**src/rtl/divide_remainder.sv**
```systemverilog
// Multi-cycle signed divider: radix-2 restoring division on operand magnitudes,
// followed by a sign-correction step, with valid/ready handshakes on both sides.
module divide_remainder #(
  parameter int N_WIDTH = 33,
  parameter int D_WIDTH = 16
) (
  input  logic               clk,
  input  logic               rst,
  input  logic [N_WIDTH-1:0] up_numer,
  input  logic [D_WIDTH-1:0] up_denom,
  input  logic               up_valid,
  output logic               up_ready,
  output logic [N_WIDTH-1:0] dn_quotient,
  output logic [D_WIDTH-1:0] dn_remainder,
  output logic               dn_div_zero,
  output logic               dn_overflow,
  output logic               dn_valid,
  input  logic               dn_ready
);

  localparam int CNT_W = $clog2(N_WIDTH);

  localparam logic [1:0] IDLE = 2'd0;
  localparam logic [1:0] CALC = 2'd1;
  localparam logic [1:0] FIX  = 2'd2;
  localparam logic [1:0] DONE = 2'd3;

  logic [1:0]         state;
  logic [CNT_W-1:0]   count;
  logic [N_WIDTH-1:0] work;
  logic [D_WIDTH-1:0] den_abs;
  logic [D_WIDTH:0]   rem;
  logic               num_neg;
  logic               sign_diff;
  logic               div_zero;
  logic               ovf;

  logic               accept;
  logic [N_WIDTH-1:0] num_abs_in;
  logic [D_WIDTH-1:0] den_abs_in;
  logic               den_is_zero;
  logic               is_ovf_case;
  logic [D_WIDTH:0]   rem_shift;
  logic [D_WIDTH:0]   rem_diff;
  logic               rem_ge;
  logic [D_WIDTH:0]   rem_next;
  logic [N_WIDTH-1:0] quo_fixed;
  logic [D_WIDTH-1:0] rem_fixed;
  logic               unused_rem_msb;

  assign accept = up_valid && up_ready && (state == IDLE);

  // An unsigned N_WIDTH-bit magnitude already holds 2^(N_WIDTH-1), so the
  // most-negative numerator needs no extra bit; the same holds for the divisor.
  always_comb begin
    num_abs_in  = up_numer[N_WIDTH-1] ? -up_numer : up_numer;
    den_abs_in  = up_denom[D_WIDTH-1] ? -up_denom : up_denom;
    den_is_zero = (up_denom == '0);
    is_ovf_case = (up_numer == {1'b1, {(N_WIDTH-1){1'b0}}}) && (up_denom == '1);
  end

  // One restoring step: the next dividend bit comes from the top of work, and
  // the quotient bit is shifted into the bottom of the same register.
  always_comb begin
    rem_shift = {rem[D_WIDTH-1:0], work[N_WIDTH-1]};
    rem_diff  = rem_shift - {1'b0, den_abs};
    rem_ge    = (rem_shift >= {1'b0, den_abs});
    rem_next  = rem_ge ? rem_diff : rem_shift;
    quo_fixed = sign_diff ? -work : work;
    rem_fixed = num_neg ? -rem[D_WIDTH-1:0] : rem[D_WIDTH-1:0];
  end

  // The stored partial remainder is always below the divisor, so its top bit stays clear.
  assign unused_rem_msb = rem[D_WIDTH];

  always_ff @(posedge clk or negedge rst) begin
    if (!rst) begin
      state     <= IDLE;
      count     <= '0;
      work      <= '0;
      den_abs   <= '0;
      rem       <= '0;
      num_neg   <= 1'b0;
      sign_diff <= 1'b0;
      div_zero  <= 1'b0;
      ovf       <= 1'b0;
      up_ready  <= 1'b0;
    end else begin
      case (state)
        IDLE: begin
          if (accept) begin
            work      <= num_abs_in;
            den_abs   <= den_abs_in;
            num_neg   <= up_numer[N_WIDTH-1];
            sign_diff <= up_numer[N_WIDTH-1] ^ up_denom[D_WIDTH-1];
            div_zero  <= den_is_zero;
            ovf       <= is_ovf_case;
            count     <= '0;
            up_ready  <= 1'b0;
            // A zero divisor parks the raw low dividend bits here and skips iteration.
            if (den_is_zero) begin
              rem   <= {1'b0, up_numer[D_WIDTH-1:0]};
              state <= FIX;
            end else begin
              rem   <= '0;
              state <= CALC;
            end
          end else begin
            up_ready <= 1'b1;
          end
        end
        CALC: begin
          rem   <= rem_next;
          work  <= {work[N_WIDTH-2:0], rem_ge};
          count <= count + CNT_W'(1);
          if (count == CNT_W'(N_WIDTH-1)) begin
            state <= FIX;
          end
        end
        FIX: begin
          state <= DONE;
        end
        DONE: begin
          if (dn_ready) begin
            state    <= IDLE;
            up_ready <= 1'b1;
          end
        end
        default: begin
          state    <= IDLE;
          up_ready <= 1'b0;
        end
      endcase
    end
  end

  // Result registers only change in FIX, so they hold through backpressure.
  always_ff @(posedge clk or negedge rst) begin
    if (!rst) begin
      dn_quotient  <= '0;
      dn_remainder <= '0;
      dn_div_zero  <= 1'b0;
      dn_overflow  <= 1'b0;
      dn_valid     <= 1'b0;
    end else begin
      if (state == FIX) begin
        dn_valid    <= 1'b1;
        dn_div_zero <= div_zero;
        dn_overflow <= ovf;
        if (div_zero) begin
          dn_quotient  <= '1;
          dn_remainder <= rem[D_WIDTH-1:0];
        end else begin
          dn_quotient  <= quo_fixed;
          dn_remainder <= rem_fixed;
        end
      end else if ((state == DONE) && dn_ready) begin
        dn_valid <= 1'b0;
      end
    end
  end

endmodule

```
**config.mk**
```make
export PLATFORM = sky130hd
export DESIGN_NAME = divide_remainder
export DESIGN_NICKNAME = d
export VERILOG_FILES = /design/src/rtl/divide_remainder.sv
export SDC_FILE = /design/constraint.sdc
export NUM_CORES = 1
export LEC_CHECK = 0
export BUFFER_PORTS_ARGS = -buffer_cell sky130_fd_sc_hd__buf_2
export CAP_MARGIN = 25
export CORE_AREA = 2 2 139 141
export DETAILED_ROUTE_END_ITERATION = 10
export DIE_AREA = 0 0 141 143
export MAX_ROUTING_LAYER = met4
export SLEW_MARGIN = 20
export SYNTH_ARGS = -nofsm -noshare
export SYNTH_HDL_FRONTEND = slang
export SYNTH_SLANG_ARGS = --single-unit
export TNS_END_PERCENT = 1
```
**constraint.sdc**
```tcl
create_clock -name clk -period 3.96 [get_ports clk]
set_input_delay 0.792 -clock clk [delete_from_list [all_inputs] [get_ports clk]]
set_output_delay 0.792 -clock clk [all_outputs]
set_load 0.01 [all_outputs]
```
### Word-level counts from Yosys, hierarchy flattened

Index checks and enable logic that the tools add are counted.

| operators by class | value |
|---|---|
| $add $sub $neg | 6 |
| $lt $le $gt $ge | 1 |
| equality and inequality tests | 9 |
| muxes and demuxes | 24 |
| bitwise gates (word level) | 1 |
| reductions and logical operators | 13 |

Operator list:

| cell | count |
|---|---|
| 33-bit two-way mux | 4 |
| 16-bit two-way mux | 6 |
| 33-bit negation | 2 |
| 33-bit one-hot mux with 2 select lines | 1 |
| 33-bit equality test, second input constant | 1 |
| 16-bit negation | 2 |
| 16-bit one-hot mux with 2 select lines | 1 |
| 17-bit by 16-bit greater-or-equal comparator with 1-bit output | 1 |
| 16-bit equality test, second input constant | 1 |
| 16-bit zero test | 1 |
| 16-bit subtractor | 1 |
| 6-bit one-hot mux with 2 select lines | 1 |
| 2-bit two-way mux | 4 |
| 2-bit one-hot mux with 4 select lines | 1 |
| 6-bit by 1-bit adder with 6-bit output, second input constant | 1 |
| 6-bit equality test, second input constant | 1 |
| 6-bit two-way mux | 1 |
| 2-bit inequality test, second input constant | 3 |
| 2-bit AND reduction | 3 |
| 2-bit nonzero test | 3 |
| 2-bit equality test, second input constant | 2 |
| 1-bit logical AND | 4 |
| 1-bit two-way mux | 4 |
| 3-bit AND reduction | 1 |
| 4 further kinds | 4 |

| word-level totals | value |
|---|---|
| flip-flop bits (word level) | 130 |
| logic and storage cells | 69 |

### Longest topological paths before layout

| logic depth | value |
|---|---|
| depth in word-level cells | 4 |
| gate-level depth with buffers | 10 |
| mapped depth without buffers | 9 |

### Worst setup path before layout

OpenSTA, ideal clock, no wires.

| path | value |
|---|---|
| path kind | in2reg |
| from | input port up_numer[17] |
| to | register work[32] |
| setup time | 0.073 ns |
| arrival | 3.040 ns |
| data required time | 3.887 ns |
| slack | 0.847 ns |
| stages | 7 |
| buffers on the path | 1 |
| cell sequence | or4_4 or3_1 buf_2 or4_4 or4_4 o21ai_1 a21boi_2 |

| between the ends | value |
|---|---|
| cells in the longest elaborated chain, start to end | 4 |

Ends and longest elaborated chain:

| item | line | source |
|---|---|---|
| from (decl) | 9 | `input logic [N_WIDTH-1:0] up_numer,` |
| 33-bit negation | 56 | `num_abs_in = up_numer[N_WIDTH-1] ? -up_numer : up_numer;` |
| 33-bit two-way mux | 56 |  |
| 33-bit two-way mux | 91 | `if (accept) begin` |
| 33-bit one-hot mux with 2 select lines | 89 | `case (state)` |
| to (signal assigned) | 92 | `work <= num_abs_in;` |
| to (signal assigned) | 114 | `work <= {work[N_WIDTH-2:0], rem_ge};` |
| to (decl) | 30 | `logic [N_WIDTH-1:0] work;` |

No other way between the ends. The select of a mux whose other input is x is not followed.
A chain may end at the register's enable or synchronous reset.

### Worst setup path after layout

| path | value |
|---|---|
| from | register rem[12] |
| to | register rem[1] |

| between the ends | value |
|---|---|
| cells in the longest elaborated chain, start to end | 3 |

Ends and longest elaborated chain:

| item | line | source |
|---|---|---|
| from (decl) | 32 | `logic [D_WIDTH:0] rem;` |
| from (signal assigned) | 102 | `rem <= {1'b0, up_numer[D_WIDTH-1:0]};` |
| from (signal assigned) | 113 | `rem <= rem_next;` |
| 17-bit by 16-bit greater-or-equal comparator with 1-bit output | 67 | `rem_ge = (rem_shift >= {1'b0, den_abs});` |
| 16-bit two-way mux | 68 | `rem_next = rem_ge ? rem_diff : rem_shift;` |
| 16-bit one-hot mux with 2 select lines | 89 |  |

No other way between the ends.

==> results.toml <==
[status]
run_status = "finished, final reports clean"

[die]
core_region_area_um2 = 18600
initial_utilization_pct = 44.4
num_io_pins = 106
floorplan.die.width_um = 141
num_rows = 50
die_area_um2 = 20200
chipHeight_um = 143

[yosys]
synthAdderAreaFrac_pct = 4.33
post_synth_and_or_nand_nor_area_fraction_pct = 17.5
synth_largest_area_cell = "dfrtp_1"
synth-compound-area-share_pct = 22.3
synthesis.area_per_instance_um2 = 8.59
synth_ff_type = "dfrtp_1"
synth.area.top_cells = "dfrtp_1, xor2_1, a21oi_1"
synth_mux_area_share_pct = 2.36
ys_seq_elements = 130
yosys.cell_types.count = 60
largest_family_of_logic_cells_by_synthesized_area = "compound AO/OA/AOI/OAI gates"
yosysTopAreaCellShare_pct = 39.4
yosysWarningCount = 0
syn-num-nets = 1042
synthCells = 961
async_flop_share_pct = 100
synthesized_area_fraction_occupied_by_xor_and_xnor_cells_pct = 10.1
seq_area_frac_synth_pct = 39.4
synth_enable_flop_cells = 0
syn-cell-area_um2 = 8260

[drt]
viasPerCell = 5.70
antenna_violating_nets_remaining = 0
detail_route.drc_violations = 0
routed-via-count = 7411
detail_route.iter0.violations = 519
drt-wirelength-per-cell_um = 17.5
wl_mm = 22.8
detailedRoute.firstPassIterationCount = 5

[timing]
report.final.hold_viol_count = 0
final-max-slew-violation-count = 0
achievable-frequency_mhz = 338
final.period_utilization_pct = 74.7
final.setup_skew_ns = 0.0118
setup_repair_after_global_routing_missed_its_margin = "false"
remaining_max_slew_budget_at_the_tightest_pin_pct = 31.5
final_layout_setup_total_negative_slack_ns = 0
layout_min_cycle_time_ns = 2.96
worst_margin_slew_ns = 1.02
setup-violations-final = 0

[cts]
clk-insertion-delay-late_ns = 0.43
clock_sinks = 130
tritoncts = "yes"
depth_of_the_cts_h_tree = 4
clockRootBuffer = "clkbuf_16"
tritoncts.num_buffers = 17
clock_tree.buffer_depth = 2
clkSlewWorstSetupHoldPaths_ns = 0.06
postCtsSetupBuffers = 0
cts_resized = 0
postCtsHoldBufs = 0

[critical_path]
setup_slack_on_the_worst_flop_to_flop_path_ns = 1.00
cp_data_required_time_ns = 4.30
cp.buffers_inverters = 1
critPathTopFamily = "compound AO/OA/AOI/OAI gates"
crit_slowest_cell = "nor4_2"
arrival_ns = 3.30
crit_chain = "ha_1, and4_1, a311o_1, a21o_1, nor4_2, buf_4, a221o_1, a2bb2oi_1"
crit_start = "rem[12]"
critPathKind = "reg2reg"
timing.critical_path.to_type = "register"
r2r_start = "rem[12]"
critical_path.startpoint_type = "register"
critical_path.max_fanout = 7
cpPeakStageDelay_ns = 0.57

[cells_and_area]
layout_overhead_on_the_synthesized_area_pct = 16.9
final_layout_size_suffix_gt1_share_pct = 17.1
finish.utilization_pct = 52.0
fillers = 1845
multi_input_comb_area_um2 = 4700
post-route-cell-area_um2 = 9650
final_nets = 1133
area.sequential_um2 = 3250

[global_routing]
grt_antenna_before_repair = 1
grt_use_met2_pct = 33.2
wire_length_of_the_first_global_routing_pass_mm = 36.7
via_count_of_the_first_global_routing_pass = 6707
grt_start_max_net_pins = 85
grt_overflow_total = 0
globalRouteMet3Util_pct = 3.15
met1_track_utilization_from_global_routing_pct = 35.0
groute.usage.overall_pct = 23.8
most_used_routing_layer_in_global_routing = "met1"

[pwr]
power_density_normalized_to_cell_area_nw_per_um2 = 910
total_power_uw = 8780
peak_supply_drop_mv = 0.364
power_leakage_uw = 0.00422

[placed_design]
postPlaceCellArea_um2 = 9050
port_buffers = 105
finalWeightedCongestion = 0.888
final_hpwl_from_detailed_placement_mm = 16.6

[job]
cap_viol_max_count = 0

[hold_path]
holdCritPathClass = "in2async"
cell type report:
type / count / share of cell area, %
multi-input combinational: 744 / 48.7
sequential: 130 / 33.7
timing repair buffer: 121 / 6.92
clock buffer: 24 / 5.09
tap: 234 / 3.03
inverter: 38 / 1.48
clock inverter: 8 / 1.05
antenna: 1 / 0.0259
logic make-up after synthesis:
| kind of cell | Yosys count |
|---|---|
| mux | 19 |
| xor+xnor | 95 |
| simple gates | 303 |
| fa+ha+maj | 28 |
| flops | 130 |
| buf+inv | 87 |
| compound gates | 299 |
state kept, by name, indices dropped and copies added (netlist names):
register and cells:
count 6, dn_overflow 1, num_neg 1, rem 16, dn_remainder 16, state 2
den_abs 16, up_ready 1, ovf 1, dn_div_zero 1, work 33, div_zero 1
dn_quotient 33, sign_diff 1, dn_valid 1
cells in the mapped netlist, types with 5 or more instances:
master	instances
o21ai_0	91
nand4_1	10
mux2i_1	15
o31ai_1	22
a31oi_1	7
a21o_1	7
nand3_1	14
xnor2_1	31
nor4_1	7
nand2_1	84
o41ai_1	12
o21a_1	8
a22oi_1	5
nor2b_1	7
or4_1	10
inv_1	38
a21oi_1	93
or2_2	12
dfrtp_1	130
ha_1	27
o22ai_1	5
nor2_1	103
clkbuf_1	42
nor3_1	13
or3_1	22
a221oi_1	12
nand2b_1	7
xor2_1	64
worst paths after layout:
path | cells past startpoint | end
min reg2reg | 2 | den_abs[12]
min | 1 | rem[14]
max reg2reg | 8 | rem[1]
min in group clk | 2 | den_abs[12]
max in group asynchronous | 2 | work[9]
max | 8 | rem[1]
through the flow:
stage / setup slack, ns / instances / hold slack [ns]
2_1_floorplan: 0.847 / 961 / 0.443
3_3_place_gp: 0.621 / 1265 / 0.460
3_5_place_dp: 0.616 / 1266 / 0.472
4_1_cts: 1.01 / 1298 / 0.466
5_1_grt: 0.770 / 1300 / 0.495
6_report: 1.00 / 1300 / 0.419
report_power, final:
group / total [uW] / internal (uW) / switching (uW)
clock: 1590 / 992 / 597
sequential: 2570 / 1960 / 610
combinational: 4620 / 1880 / 2740
cell usage in the layout (no fill, tap or decap), types with 13 or more instances in the layout:
master | Yosys | routed
dfrtp_1 | 130 | 130
buf_2 | 3 | 104
nor2_1 | 103 | 103
a21oi_1 | 93 | 93
o21ai_0 | 91 | 89
nand2_1 | 84 | 84
xor2_1 | 64 | 64
inv_1 | 38 | 38
xnor2_1 | 31 | 31
ha_1 | 27 | 26
or3_1 | 22 | 22
o31ai_1 | 22 | 22
clkbuf_16 | 0 | 17
mux2i_1 | 15 | 15
nand3_1 | 14 | 14
buf_4 | 0 | 14
nor3_1 | 13 | 13
layer usage:
layer  vias to the layer above  part of all wire (%)
li1                       3648                     -
met1                      3524                    50
met2                       207                    43
met3                        32                   4.4
met4                         0                   2.3
met5                         -                     0
worst register-to-register path, stage by stage, from the launching register on:
cell,delay [ns]
dfrtp_1,0.56
ha_1,0.35
and4_1,0.27
a311o_1,0.33
a21o_1,0.22
nor4_2,0.57
buf_4,0.28
a221o_1,0.16
a2bb2oi_1,0.15
Note: power is estimated with default switching activity, not from simulation.
